--- src/rtl/pcie_msg_transmitter.sv ---
// pcie_msg_transmitter: SRAM message to AXI4 header+payload fragment bursts; optional PCIE_MSG_TX_BAD_VER_INJ_EN adds inj_bad_ver
module pcie_msg_transmitter #(
  parameter int MAX_FRAG_BEATS = 8,
  parameter logic [3:0] HDR_VERSION = 4'h1,
  parameter logic [63:0] DEST_ADDR = 64'h0
) (
  input  logic         clk,
  input  logic         rst,
`ifdef PCIE_MSG_TX_BAD_VER_INJ_EN
  input  logic         inj_bad_ver,
`endif
  input  logic         start,
  input  logic [9:0]   msg_sram_addr,
  input  logic [11:0]  msg_beats,
  input  logic [3:0]   msg_tag,
  output logic         busy,
  output logic         done,
  output logic         err,
  output logic [7:0]   frag_sent,
  output logic [63:0]  axi_awaddr,
  output logic [7:0]   axi_awlen,
  output logic [2:0]   axi_awsize,
  output logic [1:0]   axi_awburst,
  output logic         axi_awvalid,
  input  logic         axi_awready,
  output logic [255:0] axi_wdata,
  output logic [31:0]  axi_wstrb,
  output logic         axi_wlast,
  output logic         axi_wvalid,
  input  logic         axi_wready,
  input  logic [1:0]   axi_bresp,
  input  logic         axi_bvalid,
  output logic         axi_bready,
  output logic         sram_ren,
  output logic [9:0]   sram_raddr,
  input  logic [255:0] sram_rdata
);
  typedef enum logic [2:0] {IDLE, AW, HDR, DATA, RESP, DONE} state_t;
  state_t state;
  logic [11:0] total, rem, rem_next;
  logic [3:0] tag;
  logic [7:0] reads_left, wleft, cur;
  logic [1:0] seq, cnt;
  logic som, eom, fail, inflight, rd_ptr, wr_ptr, bad, pop, push;
  logic [255:0] buffer [2];
  logic [127:0] hdr;
  function automatic logic [7:0] frag_of(input logic [11:0] r);
    return (r > 12'(MAX_FRAG_BEATS)) ? 8'(MAX_FRAG_BEATS) : r[7:0];
  endfunction
  assign cur = frag_of(rem);
  assign eom = rem <= 12'(MAX_FRAG_BEATS);
  assign rem_next = rem - {4'b0, cur};
  assign hdr = {96'b0, total, cur, seq, eom, som, tag, HDR_VERSION ^ {4{bad}}};
  assign axi_awaddr = DEST_ADDR;
  assign axi_awsize = 3'd5;
  assign axi_awburst = 2'b01;
  assign axi_wstrb = '1;
  assign axi_awlen = cur;
  assign axi_awvalid = state == AW;
  assign axi_bready = state == RESP;
  assign axi_wvalid = state == HDR || (state == DATA && cnt != 2'd0);
  assign axi_wlast = state == DATA && cnt != 2'd0 && wleft == 8'd1;
  assign axi_wdata = state == HDR ? {128'b0, hdr} : state == DATA ? buffer[rd_ptr] : '0;
  assign pop = state == DATA && axi_wvalid && axi_wready;
  assign push = inflight;
  // occupancy counts the beat leaving this cycle so a ready sink sees no bubbles
  assign sram_ren = (state == AW || state == HDR || state == DATA) && reads_left != 8'd0 &&
                    ({1'b0, cnt} + {2'b0, inflight} - {2'b0, pop}) < 3'd2;
`ifndef PCIE_MSG_TX_BAD_VER_INJ_EN
  assign bad = 1'b0;
`endif
  always_ff @(posedge clk) begin
    if (rst) begin
      state <= IDLE;
      {total, rem, tag, reads_left, wleft, seq, cnt} <= '0;
      {som, fail, inflight, rd_ptr, wr_ptr, busy, done, err} <= '0;
      frag_sent <= '0;
      sram_raddr <= '0;
`ifdef PCIE_MSG_TX_BAD_VER_INJ_EN
      bad <= 1'b0;
`endif
    end else begin
      done <= 1'b0;
      err <= 1'b0;
      inflight <= sram_ren;
      if (sram_ren) begin
        sram_raddr <= sram_raddr + 10'd1;
        reads_left <= reads_left - 8'd1;
      end
      if (push) begin
        buffer[wr_ptr] <= sram_rdata;
        wr_ptr <= ~wr_ptr;
      end
      if (pop) rd_ptr <= ~rd_ptr;
      cnt <= cnt + 2'(push) - 2'(pop);
      case (state)
        IDLE: if (start) begin
          frag_sent <= '0;
          fail <= msg_beats == 12'd0;
          state <= msg_beats == 12'd0 ? DONE : AW;
          busy <= msg_beats != 12'd0;
          total <= msg_beats;
          rem <= msg_beats;
          tag <= msg_tag;
          sram_raddr <= msg_sram_addr;
          reads_left <= frag_of(msg_beats);
          seq <= '0;
          som <= 1'b1;
`ifdef PCIE_MSG_TX_BAD_VER_INJ_EN
          bad <= inj_bad_ver;
`endif
        end
        AW: if (axi_awready) begin
          state <= HDR;
          wleft <= cur;
        end
        HDR: if (axi_wready) state <= DATA;
        DATA: if (pop) begin
          wleft <= wleft - 8'd1;
          if (wleft == 8'd1) state <= RESP;
        end
        RESP: if (axi_bvalid) begin
          if (axi_bresp == 2'b00) begin
            frag_sent <= frag_sent + 8'd1;
            seq <= seq + 2'd1;
            som <= 1'b0;
            rem <= rem_next;
            reads_left <= frag_of(rem_next);
            state <= eom ? DONE : AW;
          end else begin
            fail <= 1'b1;
            state <= DONE;
          end
        end
        DONE: begin
          done <= 1'b1;
          err <= fail;
          busy <= 1'b0;
          state <= IDLE;
        end
        default: state <= IDLE;
      endcase
    end
  end
endmodule

--- config.mk ---
export PLATFORM = sky130hd
export DESIGN_NAME = pcie_msg_transmitter
export DESIGN_NICKNAME = d
export VERILOG_FILES = /design/src/rtl/pcie_msg_transmitter.sv
export SDC_FILE = /design/constraint.sdc
export NUM_CORES = 1
export LEC_CHECK = 0
export CORE_AREA = 2 2 268 270
export CTS_CLUSTER_DIAMETER = 100
export DETAILED_ROUTE_END_ITERATION = 8
export DIE_AREA = 0 0 270 272
export GPL_TIMING_DRIVEN = 0
export SYNTH_ARGS = -nofsm -noshare
export SYNTH_HDL_FRONTEND = slang
export SYNTH_SLANG_ARGS = --single-unit
--- constraint.sdc ---
create_clock -name clk -period 74.4 [get_ports clk]
set_clock_uncertainty 0.05 [all_clocks]
set_input_delay 14.88 -clock clk [delete_from_list [all_inputs] [get_ports clk]]
set_output_delay 14.88 -clock clk [all_outputs]
set_load 0.02 [all_outputs]
Word level (Yosys, flattened, before mapping):

Memories as Yosys holds them, arrays and structs flattened. A register that Yosys moved wholly into a read port is not among the register bits.
Cells that the tools add are included.

* add/sub/neg operators: 10
* order comparisons: 5
* equal/unequal tests: 14
* muxes and demuxes: 54
* bitwise logic cells: 3
* reduce and logical (&&, ||, !) cells: 25

Operators with widths (number)
* 2-to-1 mux 256 bit: 2
* 2-to-1 mux 8 bit: 12
* one-hot mux 8 bit (2 select lines): 3
* greater-than comparator 12 x 4 -> 1 bit (second input constant): 3
* 2-to-1 mux 12 bit: 3
* 2-to-1 mux 10 bit: 3
* 2-to-1 mux 3 bit: 9
* one-hot mux 12 bit (2 select lines): 1
* subtractor 8 x 1 -> 8 bit (second input constant): 2
* one-hot mux 3 bit (5 select lines): 1
* 2-to-1 mux 1 bit: 13
* <= comparator 12 x 4 -> 1 bit (second input constant): 1
* zero test 12 bit: 1
* nonzero test 12 bit: 1
* subtractor 12 x 8 -> 12 bit: 1
* adder 10 x 1 -> 10 bit (second input constant): 1
* != test 2 bit (second input constant): 5
* adder 8 x 1 -> 8 bit (second input constant): 1
* == test 8 x 1 -> 1 bit (second input constant): 1
* AND reduction 4 bit: 2
* nonzero test 2 bit: 4
* nonzero test 8 bit: 1
* == test 3 x 2 -> 1 bit (second input constant): 2
* == test 3 bit (second input constant): 2
* other kinds (20): 36

* flip-flop bits (word level): 77
* memory bits (writable): 512
* bits of input ports: 290
* memories kept: 1

Memory list
* buffer: depth 2, width 256, read ports 1, clocked after Yosys merged registers in 1, wr ports 1, line 45 `logic [255:0] buffer [2];`

Logic depth before layout (Yosys ltp):

* depth in word-level cells: 12
* mapped depth: 17
* gate-level depth less buffers: 15

Worst setup path after synthesis:

OpenSTA, ideal clock, no wires.

* path type: input to register
* start: input rst
* end: memory buffer[1][0], enable pin
* data arrival time: 33.822 ns
* setup slack: 39.289 ns
* cell stages on the path: 3
* path buffers: 2
* cell sequence: clkbuf_1 > buf_1 > nor3b_1

* longest elaborated chain between the ends: 2

RTL lines
* start: declaration: line 8 `input logic rst,`
* 2-to-1 mux 1 bit: line 73 `if (rst) begin`
* 2-to-1 mux 1 bit (implied by the code): line 91 `buffer[wr_ptr] <= sram_rdata;`
* end: declaration: line 45

No other way between the ends.

Worst setup path after layout:

* start: input axi_wready
* end: output sram_ren

* longest elaborated chain between the ends: 4

RTL lines
* start: declaration: line 30 `input logic axi_wready,`
* logical AND 1 bit: line 64 `assign pop = state == DATA && axi_wvalid && axi_wready;`
* named net pop: line 44 `logic som, eom, fail, inflight, rd_ptr, wr_ptr, bad, pop, push;`
* subtractor 3 x 1 -> 3 bit: line 68 `({1'b0, cnt} + {2'b0, inflight} - {2'b0, pop}) < 3'd2;`
* < comparator 3 x 2 -> 1 bit: line 68
* logical AND 1 bit: line 67 `assign sram_ren = (state == AW || state == HDR || state == DATA) && reads_left != 8'd0 &&`
* end: declaration: line 34 `output logic sram_ren,`

The timed path passes the listed nets, and every way through them passes these cells.

==> impl_results.html <==
<table>
<tr><th>Metric</th><th>Value</th></tr>
<tr><th colspan="2">Global route</th></tr>
<tr><td>Largest net degree at the start of global routing</td><td>14</td></tr>
<tr><td>First-pass GRT wire length</td><td>a little over 100 mm</td></tr>
<tr><td>GRT Resource Usage Total</td><td>18.7%</td></tr>
<tr><td>Number of global-route vias before repair</td><td>between 15000 and 20000</td></tr>
<tr><td>Initial antenna violation count</td><td>19</td></tr>
<tr><td>Remaining global-route overflow</td><td>0</td></tr>
<tr><th colspan="2">Clock tree</th></tr>
<tr><td>CTS resizes</td><td>0</td></tr>
<tr><td>TritonCTS Sinks</td><td>between 500 and 600</td></tr>
<tr><td>Later-pin clock latency in the skew report</td><td>~600 ps</td></tr>
<tr><td>Worst-path clk slew</td><td>approximately 50 ps</td></tr>
<tr><td>TritonCTS clock tree</td><td>done</td></tr>
<tr><td>Cts-stage hold buffer count</td><td>0</td></tr>
<tr><td>Number of setup buffers added after CTS</td><td>0</td></tr>
<tr><td>Number of H-tree levels</td><td>3</td></tr>
<tr><td>CTS buffer count</td><td>67</td></tr>
<tr><td>Maximum root-to-sink buffer count</td><td>3</td></tr>
<tr><td>Clk Tree Root Cell</td><td>sky130_fd_sc_hd__clkbuf_16</td></tr>
<tr><th colspan="2">Synth</th></tr>
<tr><td>Prevailing post-synth register cell</td><td>sky130_fd_sc_hd__edfxtp_1</td></tr>
<tr><td>Sequential element share of the synthesized area</td><td>about 70%</td></tr>
<tr><td>Gate Count Post-Synth</td><td>between 1500 and 2000</td></tr>
<tr><td>Cell area after technology mapping</td><td>~24000 µm²</td></tr>
<tr><td>Share of the synthesized area in the top cell type</td><td>63.8%</td></tr>
<tr><td>Number of warning messages in the yosys log</td><td>0</td></tr>
<tr><td>Synth Area per Inst</td><td>around 14 µm²</td></tr>
<tr><td>Number of synthesized flops with an enable pin</td><td>just over 500</td></tr>
<tr><td>Synthesis-stage register bit count</td><td>roughly 600</td></tr>
<tr><td>Most used standard cell by instance count after synthesis</td><td>sky130_fd_sc_hd__edfxtp_1</td></tr>
<tr><td>Leading cell types by count after synthesis</td><td>sky130_fd_sc_hd__edfxtp_1 (512), sky130_fd_sc_hd__nor2_1 (298), sky130_fd_sc_hd__mux2i_1 (258)</td></tr>
<tr><td>Synth async-reset ratio</td><td>0%</td></tr>
<tr><td>Largest cells by area after synthesis</td><td>sky130_fd_sc_hd__edfxtp_1 (64%), sky130_fd_sc_hd__mux2i_1 (11%), sky130_fd_sc_hd__dfxtp_1 (6.5%)</td></tr>
<tr><td>Number of unique standard cell types used by synthesis</td><td>66</td></tr>
<tr><td>Top cell type by total area after synthesis</td><td>sky130_fd_sc_hd__edfxtp_1</td></tr>
<tr><th colspan="2">Layout</th></tr>
<tr><td>Final core occ</td><td>48.3%</td></tr>
<tr><td>Share of post-route cells with drive strength above 1</td><td>a little over a tenth</td></tr>
<tr><td>Final-layout fill cell count</td><td>about 6200</td></tr>
<tr><td>Area Growth Syn to Fin</td><td>41.7%</td></tr>
<tr><td>Final cell count without fillers</td><td>3532</td></tr>
<tr><td>Final Instance Area</td><td>34100 µm²</td></tr>
<tr><td>Net count reported at finish</td><td>2825</td></tr>
<tr><th colspan="2">Drt</th></tr>
<tr><td>DRT antenna net count</td><td>0</td></tr>
<tr><td>Total length of routed wires</td><td>~71 mm</td></tr>
<tr><td>1st-iter DRT viols</td><td>~840</td></tr>
<tr><td>Average routed wire per standard cell</td><td>20.1 µm</td></tr>
<tr><td>Drt drc</td><td>0</td></tr>
<tr><td>Vias/cell</td><td>4.60</td></tr>
<tr><td>First drt pass iteration count</td><td>5</td></tr>
<tr><td>Vias after detailed routing</td><td>~16000</td></tr>
<tr><th colspan="2">Hold path</th></tr>
<tr><td>Count of cells along the worst hold path</td><td>2</td></tr>
<tr><td>Worst hold start</td><td>total[7]</td></tr>
<tr><td>Hold Path End</td><td>total[7]</td></tr>
<tr><td>Worst min-delay path category</td><td>reg -&gt; reg</td></tr>
<tr><th colspan="2">Place</th></tr>
<tr><td>DP HPWL</td><td>approximately 54 mm</td></tr>
<tr><td>Port buffer count</td><td>574</td></tr>
<tr><td>Post-Place Cell Area</td><td>32000 µm²</td></tr>
<tr><td>Placement-stage worst setup slack</td><td>~41000 ps</td></tr>
<tr><td>Cell Count Post-Placement</td><td>~3400</td></tr>
<tr><td>Placer's final routability congestion estimate</td><td>around 0.89</td></tr>
<tr><th colspan="2">STA</th></tr>
<tr><td>Final hold violation count</td><td>0</td></tr>
<tr><td>Final setup vio count</td><td>0</td></tr>
<tr><td>Top achievable clock speed</td><td>between 20 and 30 MHz</td></tr>
<tr><td>Final Cycle Share</td><td>between 40% and 50%</td></tr>
<tr><td>RSZ-0062 raised after global routing</td><td>false</td></tr>
<tr><td>Max-slew headroom</td><td>15.3%</td></tr>
<tr><td>Worst hold slack after final layout</td><td>409 ps</td></tr>
<tr><td>Worst-case setup margin in the final layout</td><td>40770 ps</td></tr>
<tr><td>Slew of the pin with the lowest slew margin</td><td>about 1300 ps</td></tr>
<tr><td>Number of max-slew violations in the final report</td><td>0</td></tr>
<tr><td>Sum Neg Setup Slack</td><td>0 ps</td></tr>
<tr><td>Final critical path time including I/O delays and setup</td><td>approximately 34000 ps</td></tr>
<tr><th colspan="2">Worst setup path</th></tr>
<tr><td>Number of cell instances on the worst register-to-register path</td><td>17</td></tr>
<tr><td>Reg2reg setup slack</td><td>around 70000 ps</td></tr>
<tr><td>Capturing point of the worst reg2reg path</td><td>reads_left[0]</td></tr>
<tr><td>Endpoint kind of the worst setup timing path</td><td>primary output</td></tr>
<tr><td>Critical path data required time</td><td>roughly 60000 ps</td></tr>
<tr><td>Data arrival time of the critical path</td><td>18700 ps</td></tr>
<tr><td>CP Launch Type</td><td>input pin</td></tr>
<tr><td>Largest driver fanout on the critical path</td><td>10</td></tr>
<tr><td>Start-to-end type of the worst setup path</td><td>in -&gt; out</td></tr>
<tr><td>R2R Path Start</td><td>state[1]</td></tr>
<tr><th colspan="2">Power</th></tr>
<tr><td>Power per unit of standard cell area</td><td>~27 nW/µm²</td></tr>
<tr><td>Static power due to leakage</td><td>11.3 nW</td></tr>
<tr><td>Post-layout power</td><td>about 920 µW</td></tr>
<tr><td>Peak supply drop</td><td>~0.029 mV</td></tr>
<tr><th colspan="2">Floorplan</th></tr>
<tr><td>Die outline area</td><td>73400 µm²</td></tr>
<tr><td>X dimension of the die</td><td>270 µm</td></tr>
<tr><td>Number of placement rows</td><td>98</td></tr>
<tr><td>Initial Utilization</td><td>34.1%</td></tr>
<tr><td>Die span in y</td><td>~270 µm</td></tr>
<tr><td>Number of primary I/O pins</td><td>between 600 and 700</td></tr>
<tr><td>Core Area</td><td>70800 µm²</td></tr>
<tr><th colspan="2">Run</th></tr>
<tr><td>Reported max-cap violation count</td><td>0</td></tr>
<tr><th colspan="2">Outcome</th></tr>
<tr><td>Result of the run</td><td>finished clean</td></tr>
</table>
==> how the worst max path moves through the flow <==
stage                      to       start  slack, ps
2_1_floorplan    buffer[1][0]         rst      39290
3_3_place_gp   buffer[1][155]         rst      27130
3_5_place_dp         sram_ren  axi_wready      40810
4_1_cts              sram_ren  axi_wready      40810
5_1_grt              sram_ren  axi_wready      40580
6_report             sram_ren  axi_wready      40770
==> power breakdown <==
group | switching (mW) | total (mW) | internal [mW] | leakage (nW)
registers | 0.0129 | 0.411 | 0.398 | 5.26
logic | 0.115 | 0.195 | 0.0801 | 5.05
clock network | 0.133 | 0.317 | 0.184 | 1.03
==> layer usage <==
metal | global-route usage (%) | wire (µm) | vias to the layer above | share of wire (%)
met5 | 0 | 95 | - | 0.13
met4 | 6.11 | 1790 | 16 | 2.5
met3 | 7.34 | 6690 | 126 | 9.4
met2 | 33.5 | 36300 | 593 | 51
met1 | 20.2 | 26000 | 7816 | 37
li1 | - | - | 7691 | -
==> cells in the final DEF, fill, tap and decap left out, drive strengths merged, types with 5 or more instances in the layout <==
cell type	synthesis	final
edfxtp	512	512
clkinv	0	25
a21oi	44	44
conb	2	106
dfxtp	78	78
xor2	14	14
nor4	8	8
xnor2	12	12
diode	0	8
nand4	7	7
ha	9	9
and3	5	5
nand3	17	17
nand2	92	92
o21ai	42	42
a211oi	18	18
inv	16	19
a311oi	6	6
mux2i	258	258
a31oi	6	6
buf	120	172
nor2	298	298
o22ai	5	5
clkbuf	74	159
clkdlybuf4s50	0	574
nor3	24	24
==> final cells by class <==
type	count	area, µm²	area share (%)
Sequential cell	590	16900	49.6
Clock buffer	85	1820	5.32
Antenna cell	8	20.0	0.0586
Buffer	194	1140	3.34
Tap cell	950	1190	3.48
Inverter	16	60.1	0.176
Timing Repair Buffer	626	6340	18.6
Clock inverter	33	283	0.828
Multi-Input combinational cell	1030	6360	18.6
==> critical path, stage by stage <==
cell and delay (ps):
sky130_fd_sc_hd__clkdlybuf4s50_1 530, sky130_fd_sc_hd__nand3b_1 210, sky130_fd_sc_hd__inv_1 240, sky130_fd_sc_hd__ha_1 270, sky130_fd_sc_hd__inv_1 60, sky130_fd_sc_hd__ha_1 130
sky130_fd_sc_hd__inv_1 50, sky130_fd_sc_hd__fa_1 400, sky130_fd_sc_hd__xor2_1 160, sky130_fd_sc_hd__nor4b_2 440, sky130_fd_sc_hd__nand2_1 310, sky130_fd_sc_hd__inv_2 180
sky130_fd_sc_hd__buf_4 200, sky130_fd_sc_hd__clkdlybuf4s50_1 640
==> registers in the layout, summed over array words and instances (netlist names), 2 cells and up, named ones only <==
signal      cells
buffer        512
cnt             2
frag_sent       8
reads_left      8
rem            12
seq             2
sram_raddr     10
state           3
tag             4
total          12
wleft           8
==> cell families after synthesis <==
kind of cell	Yosys count	synth area share, %
flip-flops	590	70.3
AND/OR/NAND/NOR	482	8.58
multiplexers	258	10.7
buffers and inverters	210	4.98
AO/OA/AOI/OAI	148	3.91
XOR/XNOR	26	0.945
adder cells (fa/ha/maj)	10	0.550
other	2	0.0312
Note: power is estimated with default switching activity, not from simulation.
